==> config.mk <==
export PLATFORM = sky130hd
export DESIGN_NAME = free_list_40x6
export DESIGN_NICKNAME = d
export VERILOG_FILES = /design/src/rtl/free_list_40x6_pkg.sv /design/src/rtl/free_list_40x6_next_ptr.sv /design/src/rtl/free_list_40x6.sv
export SDC_FILE = /design/constraint.sdc
export NUM_CORES = 1
export LEC_CHECK = 0
export BUFFER_PORTS_ARGS = -buffer_cell sky130_fd_sc_hd__buf_4
export CAP_MARGIN = 20
export CELL_PAD_IN_SITES_DETAIL_PLACEMENT = 0
export CELL_PAD_IN_SITES_GLOBAL_PLACEMENT = 1
export CORE_UTILIZATION = 43
export CTS_CLUSTER_SIZE = 24
export DETAILED_ROUTE_END_ITERATION = 8
export GPL_TIMING_DRIVEN = 0
export PLACE_DENSITY_LB_ADDON = 0.3
export SLEW_MARGIN = 25
export SYNTH_ARGS = -nofsm -noshare
export SYNTH_HDL_FRONTEND = slang
export SYNTH_SLANG_ARGS = --single-unit
export TNS_END_PERCENT = 50
==> constraint.sdc <==
create_clock -name clock -period 7.4 [get_ports clock]
set_clock_uncertainty 0.2 [all_clocks]
set_input_delay 0.74 -clock clock [delete_from_list [all_inputs] [get_ports clock]]
set_output_delay 0.74 -clock clock [all_outputs]
set_load 0.05 [all_outputs]
==> src/rtl/free_list_40x6_pkg.sv <==
// Shared types and constants for the 40-entry, 6-bit-index free-list allocator.
package free_list_pkg;

  localparam int unsigned NUM_ENTRIES = 40;
  localparam int unsigned IDX_W       = 6;

  typedef logic [IDX_W-1:0] idx_t;

  localparam idx_t LAST_IDX   = idx_t'(NUM_ENTRIES - 1);
  localparam idx_t FULL_COUNT = idx_t'(NUM_ENTRIES);

  typedef enum logic {
    INIT,
    RUN
  } state_e;

  // Initial chain link: each entry points at its successor, the last wraps to 0.
  function automatic idx_t init_link(input idx_t i);
    return (i == LAST_IDX) ? '0 : i + idx_t'(1);
  endfunction

endpackage

==> src/rtl/free_list_40x6_next_ptr.sv <==
// 40x6 next-pointer memory: one synchronous write port, one combinational read port.
module next_ptr_40x6
  import free_list_pkg::*;
(
  input  logic             R0_clk,
  input  logic             R0_en,
  input  logic [IDX_W-1:0] R0_addr,
  output logic [IDX_W-1:0] R0_data,
  input  logic             W0_clk,
  input  logic             W0_en,
  input  logic [IDX_W-1:0] W0_addr,
  input  logic [IDX_W-1:0] W0_data
);

  idx_t mem_q [NUM_ENTRIES];
  logic unused_r0_clk;

  // Read is asynchronous, so the read clock only exists for port symmetry.
  assign unused_r0_clk = R0_clk;

  always_ff @(posedge W0_clk) begin
    if (W0_en) begin
      mem_q[W0_addr] <= W0_data;
    end
  end

  always_comb begin
    R0_data = '0;
    if (R0_en) begin
      R0_data = mem_q[R0_addr];
    end
  end

endmodule

==> src/rtl/free_list_40x6.sv <==
// Linked-list free-index allocator over a 40x6 next-pointer array.
// Optional double-free checking is enabled by FREE_LIST_DOUBLE_FREE_CHECK_EN.
module free_list_40x6
  import free_list_pkg::*;
(
  input  logic             clock,
  input  logic             reset,
  output logic             alloc_valid,
  input  logic             alloc_ready,
  output logic [IDX_W-1:0] alloc_idx,
  input  logic             free_valid,
  output logic             free_ready,
  input  logic [IDX_W-1:0] free_idx,
  output logic [IDX_W-1:0] free_count,
  output logic             init_done
`ifdef FREE_LIST_DOUBLE_FREE_CHECK_EN
  ,
  output logic             err_double_free
`endif
);

  state_e state_q, state_d;
  idx_t   init_cnt_q, init_cnt_d;
  idx_t   head_q, head_d;
  idx_t   tail_q, tail_d;
  idx_t   count_q, count_d;
  logic   init_done_q, init_done_d;

  logic   alloc_fire;
  logic   free_fire;
  logic   free_accept;

  logic   rd_en;
  idx_t   rd_data;
  logic   wr_en;
  idx_t   wr_addr;
  idx_t   wr_data;

  assign alloc_valid = (state_q == RUN) && (count_q != '0);
  assign free_ready  = (state_q == RUN);
  assign alloc_idx   = head_q;
  assign free_count  = count_q;
  assign init_done   = init_done_q;

  assign alloc_fire  = alloc_valid & alloc_ready;
  assign free_fire   = free_valid & free_ready;
  assign rd_en       = (state_q == RUN);

`ifdef FREE_LIST_DOUBLE_FREE_CHECK_EN
  logic [NUM_ENTRIES-1:0] alloc_map_q, alloc_map_d;
  logic                   err_q, err_d;
  logic                   free_legal;

  // An index sitting at the head and popped this cycle may be returned immediately.
  always_comb begin
    free_legal = 1'b0;
    if (free_idx < FULL_COUNT) begin
      free_legal = alloc_map_q[free_idx] | (alloc_fire && (free_idx == head_q));
    end
    free_accept = free_fire & free_legal;
    err_d       = free_fire & ~free_legal;
    alloc_map_d = alloc_map_q;
    if (state_q == INIT) begin
      alloc_map_d = '0;
    end else begin
      if (alloc_fire) begin
        alloc_map_d[head_q] = 1'b1;
      end
      if (free_accept) begin
        alloc_map_d[free_idx] = 1'b0;
      end
    end
  end

  always_ff @(posedge clock) begin
    if (reset) begin
      alloc_map_q <= '0;
      err_q       <= 1'b0;
    end else begin
      alloc_map_q <= alloc_map_d;
      err_q       <= err_d;
    end
  end

  assign err_double_free = err_q;
`else
  assign free_accept = free_fire;
`endif

  always_comb begin
    state_d     = state_q;
    init_cnt_d  = init_cnt_q;
    head_d      = head_q;
    tail_d      = tail_q;
    count_d     = count_q;
    init_done_d = init_done_q;
    wr_en       = 1'b0;
    wr_addr     = tail_q;
    wr_data     = free_idx;

    unique case (state_q)
      INIT: begin
        wr_en      = 1'b1;
        wr_addr    = init_cnt_q;
        wr_data    = init_link(init_cnt_q);
        init_cnt_d = init_cnt_q + idx_t'(1);
        if (init_cnt_q == LAST_IDX) begin
          head_d      = '0;
          tail_d      = LAST_IDX;
          count_d     = FULL_COUNT;
          init_done_d = 1'b1;
          state_d     = RUN;
        end
      end
      RUN: begin
        unique case ({alloc_fire, free_accept})
          2'b10: begin
            head_d  = rd_data;
            count_d = count_q - idx_t'(1);
          end
          2'b01: begin
            tail_d  = free_idx;
            count_d = count_q + idx_t'(1);
            if (count_q == '0) begin
              head_d = free_idx;
            end else begin
              wr_en = 1'b1;
            end
          end
          2'b11: begin
            // With a single entry, head and tail alias; the freed index becomes the whole list.
            tail_d = free_idx;
            if (count_q == idx_t'(1)) begin
              head_d = free_idx;
            end else begin
              head_d = rd_data;
              wr_en  = 1'b1;
            end
          end
          default: ;
        endcase
      end
      default: state_d = INIT;
    endcase
  end

  always_ff @(posedge clock) begin
    if (reset) begin
      state_q     <= INIT;
      init_cnt_q  <= '0;
      head_q      <= '0;
      tail_q      <= '0;
      count_q     <= '0;
      init_done_q <= 1'b0;
    end else begin
      state_q     <= state_d;
      init_cnt_q  <= init_cnt_d;
      head_q      <= head_d;
      tail_q      <= tail_d;
      count_q     <= count_d;
      init_done_q <= init_done_d;
    end
  end

  next_ptr_40x6 u_next_ptr (
    .R0_clk  (clock),
    .R0_en   (rd_en),
    .R0_addr (head_q),
    .R0_data (rd_data),
    .W0_clk  (clock),
    .W0_en   (wr_en),
    .W0_addr (wr_addr),
    .W0_data (wr_data)
  );

endmodule

; ---- Word-level counts from Yosys, hierarchy flattened
; Memory sizes are Yosys's and may differ from the RTL's. A register that Yosys moved wholly into a read port is not among the register bits.
; Cells that the tools add are included.
[word_totals]
ff_bits = 26
mem_bits_rw = 240
in_bits = 10
output_inout_bits = 15
mem_count = 1
[memory_table]
columns = name, words, width, read_ports, rd_clocked_by_memory_dff, write_ports, line
row1 = u_next_ptr.mem_q, 40, 6, 1, 1, 1, free_list_40x6_next_ptr.sv:15  ; idx_t mem_q [NUM_ENTRIES];
[classes]
addsub = 3
eq_ne = 10
muxes = 24
bitwise = 3
n_reduce_logical = 8
[ops]
columns = op, count
row1 = 6-bit 2-to-1 mux, 11
row2 = 6-bit one-hot mux with 2 select lines, 4
row3 = 6-bit one-hot mux with 3 select lines, 1
row4 = "6-bit by 1-bit adder with 6-bit output, second input constant", 2
row5 = "6-bit by 1-bit == test with 1-bit output, second input constant", 1
row6 = "6-bit == test, second input constant", 1
row7 = 6-bit zero test, 1
row8 = 1-bit 2-to-1 mux, 6
row9 = 2-bit AND reduction, 3
row10 = 6-bit nonzero test, 1
row11 = "6-bit by 1-bit subtractor with 6-bit output, second input constant", 1
row12 = "2-bit == test, second input constant", 2
row13 = "2-bit inequality test, second input constant", 2
row14 = "4-bit by 1-bit inequality test with 1-bit output, second input constant", 1
row15 = 1-bit one-hot mux with 2 select lines, 2
row16 = "3-bit by 1-bit inequality test with 1-bit output, second input constant", 1
row17 = "3-bit inequality test, second input constant", 1
row18 = 3-bit AND reduction, 1
row19 = 1-bit bitwise AND, 2
row20 = "2-bit by 1-bit == test with 1-bit output, second input constant", 1
row21 = 2-bit OR reduction, 1
row22 = 1-bit logical AND, 1
row23 = 1-bit inverter, 1

; ---- Longest topological paths before layout
[logic_depth]
ltp_word = 8
ltp_mapped = 11

; ---- Modules after synthesis
; From an unflattened synthesis, not the netlist that was laid out.
[unflattened]
cells_unflattened = 754
area_unflattened_um2 = 11359.6
[by_module_without_submodules]
columns = mod, n_inst, cells_each, area_per_inst_um2, seq_area_each_um2
row1 = next_ptr_40x6, 1, 546, 9701.8, 7206.9
row2 = free_list_40x6, 1, 208, 1657.8, 520.5

; ---- Worst setup path before layout
; OpenSTA, ideal clock, no wires.
[synth_timing]
path_kind = register to register
startpoint = reg state_q, in the netlist free_ready
endpoint = mem u_next_ptr.mem_q[0][0] (netlist name) (enable)
setup_ps = 350
t_arrival_ps = 3483
required_ps = 6850
slack_ps = 3367
path_stages_with_launch = 11
path_buffers = 1
path_cell_list = dfxtp_1 -> clkbuf_1 -> clkinv_1 -> a21oi_1 -> nand2_1 -> inv_1 -> ha_1 -> a21bo_2 -> a21oi_1 -> o21ai_0 -> nor2_1
[synth_between]
elab_chain_cells = 7
elab_cells_between_ends = 11
classes_between = eq/ne (2) / mux (5) / bitwise (3) / reduce/logical (1)
[synth_lines]
columns = item, line
row1 = start: declaration, free_list_40x6.sv:22  ; state_e state_q, state_d;
row2 = start signal: assignment, free_list_40x6.sv:156  ; state_q <= state_d;
row3 = 1-bit logical AND *, free_list_40x6.sv:39  ; assign alloc_valid = (state_q == RUN) && (count_q != '0);
row4 = via alloc_valid, free_list_40x6.sv:8  ; output logic alloc_valid,
row5 = 1-bit bitwise AND *, free_list_40x6.sv:45  ; assign alloc_fire = alloc_valid & alloc_ready;
row6 = 2-bit == test or 2-bit by 1-bit == test with 1-bit output (tied branches), free_list_40x6.sv:116  ; unique case ({alloc_fire, free_accept})
row7 = 1-bit one-hot mux with 2 select lines *, free_list_40x6.sv:116
row8 = 1-bit one-hot mux with 2 select lines *, free_list_40x6.sv:101  ; unique case (state_q)
row9 = 1-bit 2-to-1 mux *, free_list_40x6_next_ptr.sv:22  ; if (W0_en) begin
row10 = 1-bit 2-to-1 mux (implied by the code) *, free_list_40x6_next_ptr.sv:23  ; mem_q[W0_addr] <= W0_data;
row11 = end: declaration, free_list_40x6_next_ptr.sv:15
; The timed path passes the listed nets; every way through them passes the cells marked *.

; ---- Final worst setup path
[layout_timing]
startpoint = reg state_q, in the netlist free_ready
endpoint = mem u_next_ptr.mem_q[15][0] (netlist name) (enable)
[layout_between]
elab_chain_cells = 7
elab_cells_between_ends = 11
classes_between = eq/ne (2) / mux (5) / bitwise (3) / reduce/logical (1)
[layout_lines]
columns = item, line
row1 = 1-bit logical AND, free_list_40x6.sv:39
row2 = 1-bit bitwise AND, free_list_40x6.sv:45
row3 = 2-bit == test or 2-bit by 1-bit == test with 1-bit output (tied branches), free_list_40x6.sv:116
row4 = 1-bit one-hot mux with 2 select lines, free_list_40x6.sv:116
row5 = 1-bit one-hot mux with 2 select lines, free_list_40x6.sv:101
row6 = 1-bit 2-to-1 mux, free_list_40x6_next_ptr.sv:22
row7 = 1-bit 2-to-1 mux (implied by the code), free_list_40x6_next_ptr.sv:23
; Parallel ways exist; a longest one is shown, timed or not.

==> impl_metrics.ini <==
[job]
max-cap-violations = 0

[route]
postRouteAntennaNets = 0
drt_first_pass_iters = 5
drc_errors = 0
drtIter0Drc = 431
viasPerCell = 5.60
num_vias = 5795
wl_per_cell_um = 22.9
drt_wl_total_mm = 23.7

[setup_path]
crit_path_frequent_cell = a21oi_1
worst_ep_arrival_time_ns = 4.32
slowest_delay_ns = 0.63
slowest_stage = nor2_1
cp-end-kind = register
crit_type = reg2reg
start_kind = register
path_cells = clkbuf_1 -> clkinv_1 -> a21oi_1 -> nand2_1 -> inv_1 -> ha_1 -> a21bo_2 -> a21oi_1 -> o21ai_0 -> nor2_1
cp_max_fo = 10
r2r_cells = 10
worstPathRequired_ns = 7.38

[clock_tree]
post_cts_resize_count = 0
htree_num_levels = 1
post_cts_buffers = 0
cts_max_path_buffers = 3
clockRootBuffer = clkbuf_16
clkTransAtPathRegs_ns = 0.06
clock_latency_ns = 0.55
cts_hold_buf = 0
numCtsBuffers = 28
cts_tree = built
cts.sinks = 272

[sta]
setup_violations = 0
setup_ws_ns = 3.05
fin_setup_tns_ns = 0
drv_slew = 0
max_freq_mhz = 230
rsz0062_at_grt = false
layout_min_cycle_time_ns = 4.35
period_share = 0.587
finalHoldViolations = 0
worst_pin_slew_ns = 0.938
maxSlewHeadroom = 0.368

[floorplanning]
die_y_um = 162
die_w_um = 162
num_rows = 58
core_um2 = 25200
initial_core_util = 0.438
dieArea_um2 = 26300
io_pins = 25

[yosys]
synth_nets = 644
yosys_most_used_dff = edfxtp_1
synth-async-reset-ratio = 0
synthCells = 626
synth_cell_types = 43
ys_ff_latch = 272
avgSynthCellArea_um2 = 17.6
yosys_warnings = 0
syn_area_um2 = 11000
synth_edf_count = 240
yosysSeqAreaShare = 0.711

[final_layout]
final_cell_mix = edfxtp_1 (240), mux4_2 (72), nor2_1 (66)
syn_to_final_growth_pct = 15.6
fin_util = 0.507
num_antenna_cells = 0
drive_gt1_frac = 0.228
nets = 703
fillers = 2026
final_common_cell = edfxtp_1

[placed_design]
place_congestion = 0.824
post-place-ws_ns = 3.04
post-dp-hpwl_mm = 16.8
io_buffers = 23

[run_status]
outcome = completed

[global_routing]
first_global_vias = 5948
antenna_found_initial = 0
grt_first_pass_wirelength_mm = 35.9
grt_overflow = 0
grt.total_usage = 0.186
grt_max_degree = 33

[power]
p_leak_uw = 0.00400
power_density_nw_per_um2 = 248
p_total_uw = 3170
irDropWorstVdd_mv = 0.141

[hold_path]
min_path_cells = 2
min_path_type = reg2reg
==> state kept, by name, summed over array words and instances (netlist names), named ones only <==
signal and cells:
alloc_idx 6, init_done 1, u_next_ptr.mem_q 240, init_cnt_q 6
free_ready 1, tail_q 6, free_count 6
==> stage by stage <==
| step | hold slack, ns | area, um^2 | instances |
|---|---|---|---|
| floorplan | 0.248 | 11000 | 626 |
| global placement | 0.255 | 11600 | 979 |
| detailed placement | 0.262 | 11800 | 985 |
| CTS | 0.255 | 12800 | 1035 |
| global route | 0.270 | 12800 | 1035 |
| finish | 0.268 | 12800 | 1035 |
==> where the power goes <==
group | internal [uW] | total, uW | switching [uW]
Clock | 813 | 1360 | 551
Combinational | 34.4 | 105 | 70.2
Sequential | 1690 | 1700 | 5.45
==> metal layers <==
metal / vias to the layer above / global-route usage / wire, um
li1: 2598 / - / -
met5: - / 0 / 0
met3: 32 / 0.0406 / 1590
met2: 188 / 0.306 / 11600
met4: 0 / 0.0519 / 515
met1: 2977 / 0.250 / 10100
==> worst paths after layout <==
path | start | end | slack [ns]
hold / removal | init_done | init_done | 0.27
hold reg to reg | init_done | init_done | 0.27
setup reg to reg | free_ready | u_next_ptr.mem_q[15][0] | 3.05
setup / recovery | free_ready | u_next_ptr.mem_q[15][0] | 3.05
==> worst max-delay path: cells and delay by family (launching register included) <==
family / cells / cell delay [ns]
and+or+nand+nor: 2 / 0.75
adders and majority gates: 1 / 0.16
buffers and inverters: 3 / 1.04
AOI/OAI and AO/OA: 4 / 1.38
DFF: 1 / 0.46
==> cells by family after synthesis <==
kind of cell / Yosys count / share of synthesized area
muxes: 86 / 0.160
AOI/OAI and AO/OA: 64 / 0.0376
buffers and inverters: 49 / 0.0194
adders and majority gates: 8 / 0.00907
DFF: 272 / 0.711
and+or+nand+nor: 135 / 0.0541
xor gates and xnor gates: 12 / 0.00952
==> layout make-up <==
class	instances	area, um^2	area share
inverters	16	60.1	0.00471
well taps	330	413	0.0324
flip-flops and latches	272	7850	0.615
repair buffers	29	325	0.0255
clock inverters	10	123	0.00961
plain buffers	33	154	0.0121
clock buffers	40	791	0.0620
multi-input cells	305	3050	0.239
==> cell usage after synthesis (all sizes together), types with 2 or more instances <==
library cell	count	area, um^2
edfxtp	240	7210
mux4	72	1620
nor2	66	248
dfxtp	32	641
nand2	32	120
clkbuf	20	75.1
a21oi	18	90.1
o21ai	18	90.1
inv	15	56.3
mux2i	14	140
buf	13	78.8
xnor2	11	96.3
a221oi	9	78.8
nand3	9	45.0
ha	8	100
nor3	7	35.0
nand2b	6	37.5
o21a	6	45.0
o32ai	4	35.0
and3	3	18.8
nor2b	3	18.8
nor4	2	18.8
or3	2	12.5
Note: power is estimated with default switching activity, not from simulation.
